**src/rtl/sram_arbiter_if.sv**
```systemverilog
// Requester and SRAM-pin bundle around sram_arbiter.
// slave = the arbiter's view; master = requesters and board SRAM.
interface sram_arbiter_if;
  logic        cpu_req;
  logic        cpu_we;
  logic [19:0] cpu_addr;
  logic [7:0]  cpu_wdata;
  logic [7:0]  cpu_rdata;
  logic        cpu_ack;

  logic        vid_req;
  logic [18:0] vid_addr;
  logic [15:0] vid_rdata;
  logic        vid_ack;

  logic [18:0] sram_a;
  logic [15:0] sram_dout;
  logic        sram_doe;
  logic [15:0] sram_din;
  logic        sram_wel;
  logic        sram_lbl;
  logic        sram_ubl;

  modport slave (
    input  cpu_req, cpu_we, cpu_addr, cpu_wdata, vid_req, vid_addr, sram_din,
    output cpu_rdata, cpu_ack, vid_rdata, vid_ack,
    output sram_a, sram_dout, sram_doe, sram_wel, sram_lbl, sram_ubl
  );

  modport master (
    output cpu_req, cpu_we, cpu_addr, cpu_wdata, vid_req, vid_addr, sram_din,
    input  cpu_rdata, cpu_ack, vid_rdata, vid_ack,
    input  sram_a, sram_dout, sram_doe, sram_wel, sram_lbl, sram_ubl
  );
endinterface

```
**src/rtl/sram_arbiter.sv**
```systemverilog
// Round-robin arbiter sharing one async SRAM between a byte-wide CPU port and a word-wide video read port.
// Request-to-ack latency WAIT_STATES+2 cycles; the losing port simply keeps req high until it is served.
module sram_arbiter #(
  parameter int unsigned WAIT_STATES = 1,
  parameter bit          VIDEO_FIRST = 1'b1
) (
  input logic           clk,
  input logic           n_reset,
  sram_arbiter_if.slave bus
);
  typedef enum logic [1:0] {IDLE, ACCESS, RECOVER} state_t;

  state_t      state_q, state_d;
  logic [2:0]  wait_q, wait_d;
  logic        gnt_vid_q, gnt_vid_d;
  logic        we_q, we_d;
  logic [18:0] word_q, word_d;
  logic        lane_q, lane_d;
  logic [7:0]  wdata_q, wdata_d;
  logic        last_vid_q, last_vid_d;

  logic [18:0] sram_a_q, sram_a_d;
  logic [15:0] sram_dout_q, sram_dout_d;
  logic        sram_doe_q, sram_doe_d;
  logic        sram_wel_q, sram_wel_d;
  logic        sram_lbl_q, sram_lbl_d;
  logic        sram_ubl_q, sram_ubl_d;
  logic        cpu_ack_q, cpu_ack_d;
  logic        vid_ack_q, vid_ack_d;
  logic [7:0]  cpu_rdata_q, cpu_rdata_d;
  logic [15:0] vid_rdata_q, vid_rdata_d;

  logic        take_vid;

  // Video wins unless the CPU also asks and video had the previous grant.
  assign take_vid = bus.vid_req && (!bus.cpu_req || !last_vid_q);

  always_comb begin
    state_d     = state_q;
    wait_d      = wait_q;
    gnt_vid_d   = gnt_vid_q;
    we_d        = we_q;
    word_d      = word_q;
    lane_d      = lane_q;
    wdata_d     = wdata_q;
    last_vid_d  = last_vid_q;
    sram_a_d    = sram_a_q;
    sram_dout_d = sram_dout_q;
    sram_doe_d  = sram_doe_q;
    sram_wel_d  = 1'b1;
    sram_lbl_d  = 1'b1;
    sram_ubl_d  = 1'b1;
    cpu_ack_d   = 1'b0;
    vid_ack_d   = 1'b0;
    cpu_rdata_d = cpu_rdata_q;
    vid_rdata_d = vid_rdata_q;

    case (state_q)
      IDLE: begin
        if (bus.cpu_req || bus.vid_req) begin
          gnt_vid_d = take_vid;
          we_d      = !take_vid && bus.cpu_we;
          word_d    = take_vid ? bus.vid_addr : bus.cpu_addr[19:1];
          lane_d    = bus.cpu_addr[0];
          wdata_d   = bus.cpu_wdata;
          wait_d    = 3'(WAIT_STATES);
          state_d   = ACCESS;
        end
      end
      ACCESS: begin
        if (wait_q == 3'd0) begin
          state_d = RECOVER;
          if (gnt_vid_q) begin
            vid_ack_d   = 1'b1;
            vid_rdata_d = bus.sram_din;
          end else begin
            cpu_ack_d = 1'b1;
            if (!we_q) cpu_rdata_d = lane_q ? bus.sram_din[15:8] : bus.sram_din[7:0];
          end
        end else begin
          wait_d = wait_q - 3'd1;
        end
      end
      RECOVER: begin
        last_vid_d = gnt_vid_q;
        state_d    = IDLE;
      end
      default: state_d = IDLE;
    endcase

    // Strobes follow the next state so they come straight out of flops.
    // RECOVER keeps address and doe from ACCESS for write hold time.
    if (state_d == ACCESS) begin
      sram_a_d = word_d;
      if (we_d) begin
        sram_wel_d  = 1'b0;
        sram_lbl_d  = lane_d;
        sram_ubl_d  = !lane_d;
        sram_doe_d  = 1'b1;
        sram_dout_d = {wdata_d, wdata_d};
      end else begin
        sram_lbl_d = 1'b0;
        sram_ubl_d = 1'b0;
        sram_doe_d = 1'b0;
      end
    end else if (state_d == IDLE) begin
      sram_doe_d = 1'b0;
    end
  end

  always_ff @(posedge clk or negedge n_reset) begin
    if (!n_reset) begin
      state_q     <= IDLE;
      wait_q      <= 3'd0;
      gnt_vid_q   <= 1'b0;
      we_q        <= 1'b0;
      word_q      <= 19'd0;
      lane_q      <= 1'b0;
      wdata_q     <= 8'd0;
      last_vid_q  <= !VIDEO_FIRST;
      sram_a_q    <= 19'd0;
      sram_dout_q <= 16'd0;
      sram_doe_q  <= 1'b0;
      sram_wel_q  <= 1'b1;
      sram_lbl_q  <= 1'b1;
      sram_ubl_q  <= 1'b1;
      cpu_ack_q   <= 1'b0;
      vid_ack_q   <= 1'b0;
      cpu_rdata_q <= 8'd0;
      vid_rdata_q <= 16'd0;
    end else begin
      state_q     <= state_d;
      wait_q      <= wait_d;
      gnt_vid_q   <= gnt_vid_d;
      we_q        <= we_d;
      word_q      <= word_d;
      lane_q      <= lane_d;
      wdata_q     <= wdata_d;
      last_vid_q  <= last_vid_d;
      sram_a_q    <= sram_a_d;
      sram_dout_q <= sram_dout_d;
      sram_doe_q  <= sram_doe_d;
      sram_wel_q  <= sram_wel_d;
      sram_lbl_q  <= sram_lbl_d;
      sram_ubl_q  <= sram_ubl_d;
      cpu_ack_q   <= cpu_ack_d;
      vid_ack_q   <= vid_ack_d;
      cpu_rdata_q <= cpu_rdata_d;
      vid_rdata_q <= vid_rdata_d;
    end
  end

  assign bus.sram_a    = sram_a_q;
  assign bus.sram_dout = sram_dout_q;
  assign bus.sram_doe  = sram_doe_q;
  assign bus.sram_wel  = sram_wel_q;
  assign bus.sram_lbl  = sram_lbl_q;
  assign bus.sram_ubl  = sram_ubl_q;
  assign bus.cpu_ack   = cpu_ack_q;
  assign bus.vid_ack   = vid_ack_q;
  assign bus.cpu_rdata = cpu_rdata_q;
  assign bus.vid_rdata = vid_rdata_q;
endmodule

```
**src/flat_wrapper.sv**
```systemverilog
// flat-port wrapper written by rule: the top's interface ports become plain ports
module sram_arbiter_flat 
#(
  parameter int unsigned WAIT_STATES = 1,
  parameter bit          VIDEO_FIRST = 1'b1
)
  (clk, n_reset, bus_cpu_req, bus_cpu_we, bus_cpu_addr, bus_cpu_wdata, bus_vid_req, bus_vid_addr, bus_sram_din, bus_cpu_rdata, bus_cpu_ack, bus_vid_rdata, bus_vid_ack, bus_sram_a, bus_sram_dout, bus_sram_doe, bus_sram_wel, bus_sram_lbl, bus_sram_ubl);
  sram_arbiter_if bus_i ();
  input logic clk;
  input logic n_reset;
  input wire logic [$bits(bus_i.cpu_req)-1:0] bus_cpu_req;
  input wire logic [$bits(bus_i.cpu_we)-1:0] bus_cpu_we;
  input wire logic [$bits(bus_i.cpu_addr)-1:0] bus_cpu_addr;
  input wire logic [$bits(bus_i.cpu_wdata)-1:0] bus_cpu_wdata;
  input wire logic [$bits(bus_i.vid_req)-1:0] bus_vid_req;
  input wire logic [$bits(bus_i.vid_addr)-1:0] bus_vid_addr;
  input wire logic [$bits(bus_i.sram_din)-1:0] bus_sram_din;
  output wire logic [$bits(bus_i.cpu_rdata)-1:0] bus_cpu_rdata;
  output wire logic [$bits(bus_i.cpu_ack)-1:0] bus_cpu_ack;
  output wire logic [$bits(bus_i.vid_rdata)-1:0] bus_vid_rdata;
  output wire logic [$bits(bus_i.vid_ack)-1:0] bus_vid_ack;
  output wire logic [$bits(bus_i.sram_a)-1:0] bus_sram_a;
  output wire logic [$bits(bus_i.sram_dout)-1:0] bus_sram_dout;
  output wire logic [$bits(bus_i.sram_doe)-1:0] bus_sram_doe;
  output wire logic [$bits(bus_i.sram_wel)-1:0] bus_sram_wel;
  output wire logic [$bits(bus_i.sram_lbl)-1:0] bus_sram_lbl;
  output wire logic [$bits(bus_i.sram_ubl)-1:0] bus_sram_ubl;
  assign bus_i.cpu_req = bus_cpu_req;
  assign bus_i.cpu_we = bus_cpu_we;
  assign bus_i.cpu_addr = bus_cpu_addr;
  assign bus_i.cpu_wdata = bus_cpu_wdata;
  assign bus_i.vid_req = bus_vid_req;
  assign bus_i.vid_addr = bus_vid_addr;
  assign bus_i.sram_din = bus_sram_din;
  assign bus_cpu_rdata = bus_i.cpu_rdata;
  assign bus_cpu_ack = bus_i.cpu_ack;
  assign bus_vid_rdata = bus_i.vid_rdata;
  assign bus_vid_ack = bus_i.vid_ack;
  assign bus_sram_a = bus_i.sram_a;
  assign bus_sram_dout = bus_i.sram_dout;
  assign bus_sram_doe = bus_i.sram_doe;
  assign bus_sram_wel = bus_i.sram_wel;
  assign bus_sram_lbl = bus_i.sram_lbl;
  assign bus_sram_ubl = bus_i.sram_ubl;
  sram_arbiter #(.WAIT_STATES(WAIT_STATES), .VIDEO_FIRST(VIDEO_FIRST)) u_core (.clk(clk), .n_reset(n_reset), .bus(bus_i));
endmodule
```
**config.mk**
```make
export PLATFORM = sky130hd
export DESIGN_NAME = sram_arbiter_flat
export DESIGN_NICKNAME = d
export VERILOG_FILES = /design/src/rtl/sram_arbiter_if.sv /design/src/rtl/sram_arbiter.sv /design/src/flat_wrapper.sv
export SDC_FILE = /design/constraint.sdc
export NUM_CORES = 1
export LEC_CHECK = 0
export ABC_AREA = 1
export BUFFER_PORTS_ARGS = -buffer_cell sky130_fd_sc_hd__buf_2
export CAP_MARGIN = 20
export CORE_ASPECT_RATIO = 1.5
export CORE_MARGIN = 2
export CORE_UTILIZATION = 46
export DETAILED_ROUTE_END_ITERATION = 8
export HOLD_SLACK_MARGIN = 0.15
export PLACE_DENSITY = 0.83
export SETUP_SLACK_MARGIN = 0.4
export SLEW_MARGIN = 20
export SYNTH_ARGS = -nofsm -noshare
export SYNTH_HDL_FRONTEND = slang
export SYNTH_SLANG_ARGS = --single-unit
```
**constraint.sdc**
```tcl
create_clock -name clk -period 1.5 [get_ports clk]
set_input_delay 0 -clock clk [delete_from_list [all_inputs] [get_ports clk]]
set_output_delay 0 -clock clk [all_outputs]
set_load 0.1 [all_outputs]
```
==> results.json, run 1 <==
{
  "grt_pass1_vias": 4235,
  "clockRootBuffer": "clkbuf_16",
  "clkTransAtPathRegs_ns": 0.07,
  "skew_ns": 0.00698,
  "antenna_cells": 0,
  "critPathMaxFanout": 7,
  "wl_per_cell_um": 17.6,
  "cts_hold_buffers": 64,
  "cts_tree": "yes",
  "required_ns": 1.74,
  "syn_nets": 536,
  "synth_area_um2": 4130,
  "drt_iter0_drc": 227,
  "nets": 748,
  "synth-seq-cells": 93,
  "final_common_cell": "nand2_1",
  "routed_wl_um": 14000,
  "ant_nets": 0,
  "gr-total-overflow": 0,
  "antenna_found_initial": 0,
  "maxCapViolations": 0,
  "path_delay_family": "simple AND/OR/NAND/NOR gates",
  "utilization_pct": 76.0,
  "fin_hold_ws_ns": 0.0862,
  "numCtsBuffers": 9,
  "mostFrequentLayoutCells": "nand2_1, dfrtp_1, buf_4, buf_2, dlygate4sd3_1",
  "io_pins": 133,
  "path_buf_inv": 3,
  "cp_slowest_cell": "dfrtp_1",
  "port_buffers": 132,
  "vias": 4190,
  "reg2reg_slack_ns": 0.05,
  "crit_type": "register to register",
  "rsz0062_at_grt": "true",
  "hold_viol": 0,
  "finalSetupViolCount": 0,
  "die-height_um": 120,
  "grtUsageTotal_pct": 27.7,
  "critPathMaxStageDelay_ns": 0.41,
  "num_rows": 42,
  "synth-edff-count": 0,
  "avgSynthCellArea_um2": 8.86,
  "clk_path_buf_depth": 2,
  "yosysSeqAreaShare_pct": 56.4,
  "relSlewSlack_pct": 67.3,
  "synth_ff_type": "dfrtp_1",
  "synthArstFlopShare_pct": 100,
  "htree_levels": 3,
  "synthDistinctLibCells": 25,
  "synthCells": 466,
  "drive_above_1_share_pct": 39.8,
  "grt_max_degree": 38,
  "first_pass_iters": 5,
  "path_cells": "inv_2 > nand2_2 > nor2_4 > buf_6 > clkbuf_16 > nand3_2 > and2_1",
  "critPathLaunchType": "register",
  "die_w_um": 81.4,
  "clk_latency_ns": 0.35,
  "fp.dieArea_um2": 9770,
  "grt_pass1_wl_um": 20300,
  "hold_path.class": "primary input to async pin",
  "drv_slew": 0,
  "fmaxAchievable_ghz": 0.688,
  "cts.sinks": 93,
  "cp-end-kind": "register",
  "syn2layout_area_growth_pct": 61.4,
  "status": "complete, no violations",
  "core-area_um2": 8780,
  "dp_hpwl_um": 7130,
  "worstPathArrival_ns": 1.69,
  "timing.setup.tns_ns": 0,
  "drc": 0,
  "yosysWarnings": 0,
  "via_per_inst": 5.28,
  "fin_crit_ns": 1.45,
  "tightest_slew_ns": 0.491,
  "initial_core_util_pct": 47.1,
  "post-route-period-util_pct": 96.9,
  "routabilityCongestion": 0.792
}
[what timing repair did]
item                                    CTS  global route
resized for setup                        99            39
endpoints found under the setup margin  146            92
endpoints found under the hold margin   171            20
setup buffers                             4             4
gates cloned                              5             6
pin swaps                                26            34
[layer usage]
metal	global-route usage [%]	share of wire (%)	vias to the layer above
met3	5.79	5.1	65
met4	16.6	5.2	0
met1	31.4	36	2006
met5	0	0	-
li1	-	-	1916
met2	46.6	54	203
[synthesized netlist by cell type (2+ instances only)]
master | count | share of area, %
buf_6 | 3 | 0.82
nand4_1 | 8 | 1.2
nor2_1 | 4 | 0.36
dfrtp_1 | 90 | 55
or2_2 | 19 | 2.9
ha_1 | 2 | 0.61
nand2_1 | 155 | 14
dfstp_2 | 3 | 1.9
buf_4 | 13 | 2.4
nand2_4 | 2 | 0.55
and2_1 | 19 | 2.9
inv_1 | 27 | 2.5
nand3_1 | 66 | 8.0
buf_2 | 8 | 0.97
o21ai_0 | 20 | 2.4
inv_2 | 2 | 0.18
nor2_2 | 3 | 0.45
o21ai_1 | 8 | 0.97
nand2_2 | 4 | 0.61
clkbuf_1 | 5 | 0.45
[stage by stage]
stage	setup slack, ns	instance area [um2]	instances
finish	0.0459	6670	793
detailed placement	0.0503	5010	694
global placement	0.0764	5010	694
floorplan	0.126	4290	466
global route	-0.0109	6670	793
CTS	0.0834	6360	783
[logic make-up (layout without fill, tap and decap cells)]
| group | Yosys count | count (layout) | share of synthesized area, % |
|---|---|---|---|
| DFF | 93 | 93 | 56.4 |
| adders and majority gates | 2 | 2 | 0.606 |
| buffers and inverters | 59 | 272 | 7.33 |
| and+or+nand+nor | 282 | 286 | 31.8 |
| AOI/OAI and AO/OA | 30 | 30 | 3.79 |
[final timing paths]
check,startpoint,end,cells past startpoint
max,u_core.state_q[0],u_core.word_q[10],7
min,n_reset,u_core.bus.cpu_rdata[7],2
max reg2reg,u_core.state_q[0],u_core.word_q[10],7
min reg2reg,u_core.wdata_q[6],u_core.wdata_q[6],2
max in group asynchronous,n_reset,u_core.bus.sram_wel,3
min in group clk,bus_cpu_we,u_core.we_q,5
[sequential cells by signal, indices dropped and copies added, names as in the netlist]
signal	count
u_core.word_q	19
u_core.bus.sram_dout	8
u_core.last_vid_q	1
u_core.bus.sram_a	19
u_core.bus.cpu_ack	1
u_core.state_q	2
u_core.bus.vid_rdata	16
u_core.we_q	1
u_core.bus.sram_lbl	1
u_core.wait_q	3
u_core.bus.sram_doe	1
u_core.bus.cpu_rdata	8
u_core.bus.vid_ack	1
u_core.gnt_vid_q	1
u_core.bus.sram_ubl	1
u_core.lane_q	1
u_core.wdata_q	8
u_core.bus.sram_wel	1
[final cells by class]
type                            count  area (um2)
Clock buffer                       12         267
Clock inverter                      4        45.0
Fill cell                         564        2110
Inverter                           30         138
Multi-Input combinational cell    318        1880
Sequential cell                    93        2340
Tap cell                          110         138
Timing Repair Buffer              224        1840
Timing Repair inverter              2        17.5
Power of run 1 is left out: the tool's default activity adds up to more than one toggle a clock period on the data nets, which glitch-free logic cannot reach.
==> run 2: changes to the inputs <==
Settings changed: CORE_ASPECT_RATIO 1.5 to default.
==> run 2 against run 1 <==
Worst hold slack improved by 0.038 ns. Clock-buffer cell count fell by 2. Global-route usage fell by 1.6 points. Critical endpoint is now u_core.word_q[17]. Cell count rose by 0.13%.
==> results.json, run 2 (synthesis gave the netlist of run 1 again) <==
{
  "fp.dieArea_um2": 9750,
  "reg2reg_to": "u_core.word_q[17]",
  "drt_iter0_drc": 187,
  "multiInputGateArea_um2": 2060,
  "nets": 751,
  "num_rows": 34,
  "grtUsageTotal_pct": 26.1,
  "post-route-period-util_pct": 99.4,
  "maxCapViolations": 0,
  "io_pins": 133,
  "skew_ns": 0.0166,
  "hold_path.class": "primary input to async pin",
  "clk_path_buf_depth": 2,
  "grt_max_degree": 44,
  "tightest_slew_ns": 0.509,
  "ant_nets": 0,
  "reg2regPathDepth": 7,
  "drc": 0,
  "crit_type": "register to register",
  "numCtsBuffers": 9,
  "gr-total-overflow": 0,
  "fillers": 486,
  "clockRootBuffer": "clkbuf_8",
  "r2r-start": "u_core.state_q[1]",
  "dp_hpwl_um": 6970,
  "cp-startpoint": "u_core.state_q[1]",
  "grt_pass1_vias": 4144,
  "clk_latency_ns": 0.37,
  "cts.sinks": 93,
  "relSlewSlack_pct": 66.1,
  "critPathMaxFanout": 8,
  "routed_wl_um": 14500,
  "drive_above_1_share_pct": 44.0,
  "mostFrequentLayoutCells": "nand2_1, dfrtp_1, buf_4, buf_2, dlygate4sd3_1",
  "syn2layout_area_growth_pct": 66.0,
  "core-area_um2": 8720,
  "cp-end-kind": "register",
  "final_common_cell": "nand2_1",
  "status": "complete, no violations",
  "first_pass_iters": 5,
  "hold_viol": 0,
  "critPathLaunchType": "register",
  "htree_levels": 3,
  "fin_hold_ws_ns": 0.124,
  "rsz0062_at_grt": "true",
  "worstPathArrival_ns": 1.75,
  "worstSetupEndpoint": "u_core.word_q[17]",
  "clkTransAtPathRegs_ns": 0.11,
  "fmaxAchievable_ghz": 0.671,
  "required_ns": 1.75,
  "reg2reg_slack_ns": 0.009,
  "antenna_found_initial": 0,
  "seqCellArea_um2": 2340,
  "die_w_um": 98.8,
  "routabilityCongestion": 0.863,
  "via_per_inst": 5.34,
  "port_buffers": 132,
  "die-height_um": 98.8,
  "initial_core_util_pct": 47.4,
  "utilization_pct": 78.6,
  "cts_tree": "yes",
  "antenna_cells": 0,
  "fin_crit_ns": 1.49,
  "grt_pass1_wl_um": 20100,
  "finalSetupViolCount": 0,
  "wl_per_cell_um": 18.3,
  "drv_slew": 0,
  "vias": 4237
}
## run 2: layer usage
layer  track usage, %  wire, um  share of wire, %  vias to the layer above
met5                0         0                 0                        -
met4             8.32       307               2.1                        0
met3             5.32       938               6.5                       25
met2             46.6      7870                54                      224
met1             31.7      5380                37                     2070
li1                 -         -                 -                     1918
## run 2: timing repair
action | in CTS | in global routing
hold buffers | 65 | 0
hold endpoints to repair | 175 | 0
cloned | 5 | 7
setup endpoints to repair | 146 | 93
setup buffers | 7 | 6
pin swaps | 15 | 49
resized for setup | 99 | 87
## run 2: worst min-delay path by stage
| stage | startpoint | end | slack, ns |
|---|---|---|---|
| floorplan | n_reset | u_core.bus.cpu_ack | -0.30 |
| global placement | n_reset | u_core.wdata_q[4] | -0.04 |
| detailed placement | n_reset | u_core.wdata_q[4] | -0.03 |
| CTS | bus_vid_req | u_core.gnt_vid_q | 0.11 |
| global route | n_reset | u_core.bus.vid_rdata[2] | 0.15 |
| finish | n_reset | u_core.bus.vid_rdata[0] | 0.12 |
## run 2: final cells by class
| type | count | area share (%) |
|---|---|---|
| timing repair inverter | 1 | 0.164 |
| clock inverter | 6 | 1.04 |
| tap | 108 | 1.97 |
| timing repair buffer | 227 | 28.7 |
| inverter | 30 | 2.12 |
| clock buffer | 10 | 1.86 |
| multi-input combinational | 319 | 30.0 |
| sequential | 93 | 34.2 |
## run 2: metrics by stage
stage          area, um2  worst slack, ns  std cells  TNS [ns]
2_1_floorplan       4290            0.126        466         0
3_3_place_gp        5000           0.0571        688         0
3_5_place_dp        5000          -0.0251        688   -0.0251
4_1_cts             6290           0.0761        781         0
5_1_grt             6860          -0.0296        794    -0.220
6_report            6860          0.00907        794         0
## run 2: worst max-delay path, stage by stage, from the launching register on
cell	delay, ns
dfrtp_2	0.47
inv_2	0.08
nand2_2	0.06
nor2_4	0.13
buf_12	0.16
clkbuf_16	0.19
nand3_2	0.12
and2_4	0.17
Power of run 2 is left out for the same reason.
==> run 3: changes to the inputs <==
Settings changed: CORE_UTILIZATION 46 to 55, PLACE_DENSITY 0.83 to 0.93.
Clock period 1.5 ns to 1.83 ns, I/O delays scaled along.
==> run 3 against run 2 <==
Critical path depth rose by 2. Design area shrank 4.7%. Via count increased by 7.6%. Maximum frequency fell by 7.6%.
==> results.json, run 3 (synthesis gave the netlist of run 1 again) <==
{
  "status": "complete, no violations",
  "htree_levels": 3,
  "required_ns": 2.08,
  "crit_type": "register to register",
  "clockRootBuffer": "clkbuf_8",
  "fmaxAchievable_ghz": 0.620,
  "met1_usage_pct": 39.6,
  "cp-end-kind": "register",
  "timing.setup.tns_ns": 0,
  "hold_path.class": "primary input to register",
  "mostFrequentLayoutCells": "buf_2, nand2_1, dfrtp_1, dlygate4sd3_1, nand3_1",
  "dp_slack_ns": 0.0932,
  "cp_slowest_cell": "dfrtp_1",
  "fillers": 287,
  "post-route-period-util_pct": 88.2,
  "grt_pass1_vias": 4333,
  "path_delay_family": "buffers and inverters",
  "drv_slew": 0,
  "drc": 0,
  "path_buf_inv": 3,
  "grt_pass1_wl_um": 21200,
  "seqCellArea_um2": 2330,
  "place_inst": 679,
  "skew_ns": 0.0149,
  "rsz0062_at_grt": "true",
  "hold_viol": 0,
  "dpl_cell_area_um2": 4840,
  "worstPathArrival_ns": 1.86,
  "die_w_um": 90.7,
  "grt_busiest_layer": "met2",
  "critPathMaxFanout": 8,
  "critPathMaxStageDelay_ns": 0.39,
  "gr-total-overflow": 0,
  "ant_nets": 0,
  "antenna_found_initial": 0,
  "fin_ws_ns": 0.217,
  "finalSetupViolCount": 0,
  "drive_above_1_share_pct": 41.2,
  "cts_tree": "yes",
  "path_cells": "inv_2 > ha_4 > ha_4 > inv_2 > nand2_4 > nand2_8 > bufbuf_16 > nand3_1 > nand2_1",
  "routed_wl_um": 16800,
  "first_pass_iters": 5,
  "final_common_cell": "buf_2",
  "wl_per_cell_um": 21.2,
  "clk_path_buf_depth": 2,
  "nets": 756,
  "grtUsageTotal_pct": 33.3,
  "vias": 4557,
  "antenna_cells": 0,
  "die-height_um": 90.7,
  "dp_hpwl_um": 6620,
  "grt_max_degree": 69,
  "io_pins": 133,
  "final_cells": 789,
  "clk_latency_ns": 0.37,
  "routabilityCongestion": 0.834,
  "tightest_slew_ns": 0.509,
  "fin_crit_ns": 1.61,
  "port_buffers": 132,
  "maxCapViolations": 0,
  "clkTransAtPathRegs_ns": 0.09,
  "grtUsageMet2_pct": 57.6,
  "relSlewSlack_pct": 66.3,
  "core-area_um2": 7250,
  "grt_use_met3_pct": 6.59,
  "fp.dieArea_um2": 8220,
  "via_per_inst": 5.78,
  "critPathLaunchType": "register",
  "final_cell_area_um2": 6530,
  "num_rows": 31,
  "syn2layout_area_growth_pct": 58.2,
  "numCtsBuffers": 9,
  "drt_iter0_drc": 364,
  "cts.sinks": 93,
  "multiInputGateArea_um2": 1900,
  "initial_core_util_pct": 56.9
}
-- run 3: layer usage --
| layer | vias to the layer above | wire length [um] |
|---|---|---|
| met1 | 2108 | 5860 |
| met2 | 410 | 8050 |
| met3 | 115 | 1740 |
| li1 | 1924 | - |
| met5 | - | 0 |
| met4 | 0 | 1120 |
-- run 3: worst reg2reg max path, cell delays in order, from the launching register on --
cell	delay [ns]
dfrtp_1	0.39
inv_2	0.09
ha_4	0.15
ha_4	0.14
inv_2	0.05
nand2_4	0.09
nand2_8	0.10
bufbuf_16	0.29
nand3_1	0.08
nand2_1	0.10
-- run 3: worst paths after layout --
check                                   from                        to  slack (ns)  cells after the start
max                         u_core.wait_q[0]      u_core.bus.sram_a[9]        0.22                      9
min                               bus_cpu_we  u_core.bus.sram_dout[13]        0.24                      5
min in group asynchronous            n_reset  u_core.bus.vid_rdata[13]        0.69                      3
max reg2reg                 u_core.wait_q[0]      u_core.bus.sram_a[9]        0.22                      9
max in group asynchronous            n_reset       u_core.bus.sram_ubl        0.55                      4
min reg2reg                u_core.wdata_q[5]         u_core.wdata_q[5]        0.47                      2
-- run 3: area by class of cell --
| cell class | count | area share [%] |
|---|---|---|
| timing repair buffer | 234 | 27.9 |
| timing repair inverter | 2 | 0.345 |
| multi-input combinational | 316 | 29.1 |
| tap | 99 | 1.90 |
| sequential | 93 | 35.7 |
| clock inverter | 3 | 0.326 |
| inverter | 30 | 2.28 |
| clock buffer | 12 | 2.37 |
-- run 3: stage by stage --
step | hold WS, ns | utilization, %
2_1_floorplan | -0.296 | -
3_3_place_gp | -0.0759 | 66.7
3_5_place_dp | -0.0726 | 66.7
4_1_cts | 0.195 | 82.1
5_1_grt | 0.256 | 90.1
6_report | 0.239 | 90.1
-- run 3: what timing repair did --
| action | CTS | global route |
|---|---|---|
| setup endpoints to repair | 76 | 142 |
| resized for setup | 26 | 101 |
| setup buffers | 10 | 8 |
| pin swaps | 7 | 13 |
| hold buffers | 67 | 0 |
| cloned | 3 | 7 |
| hold endpoints to repair | 172 | 0 |
Power of run 3 is left out for the same reason.
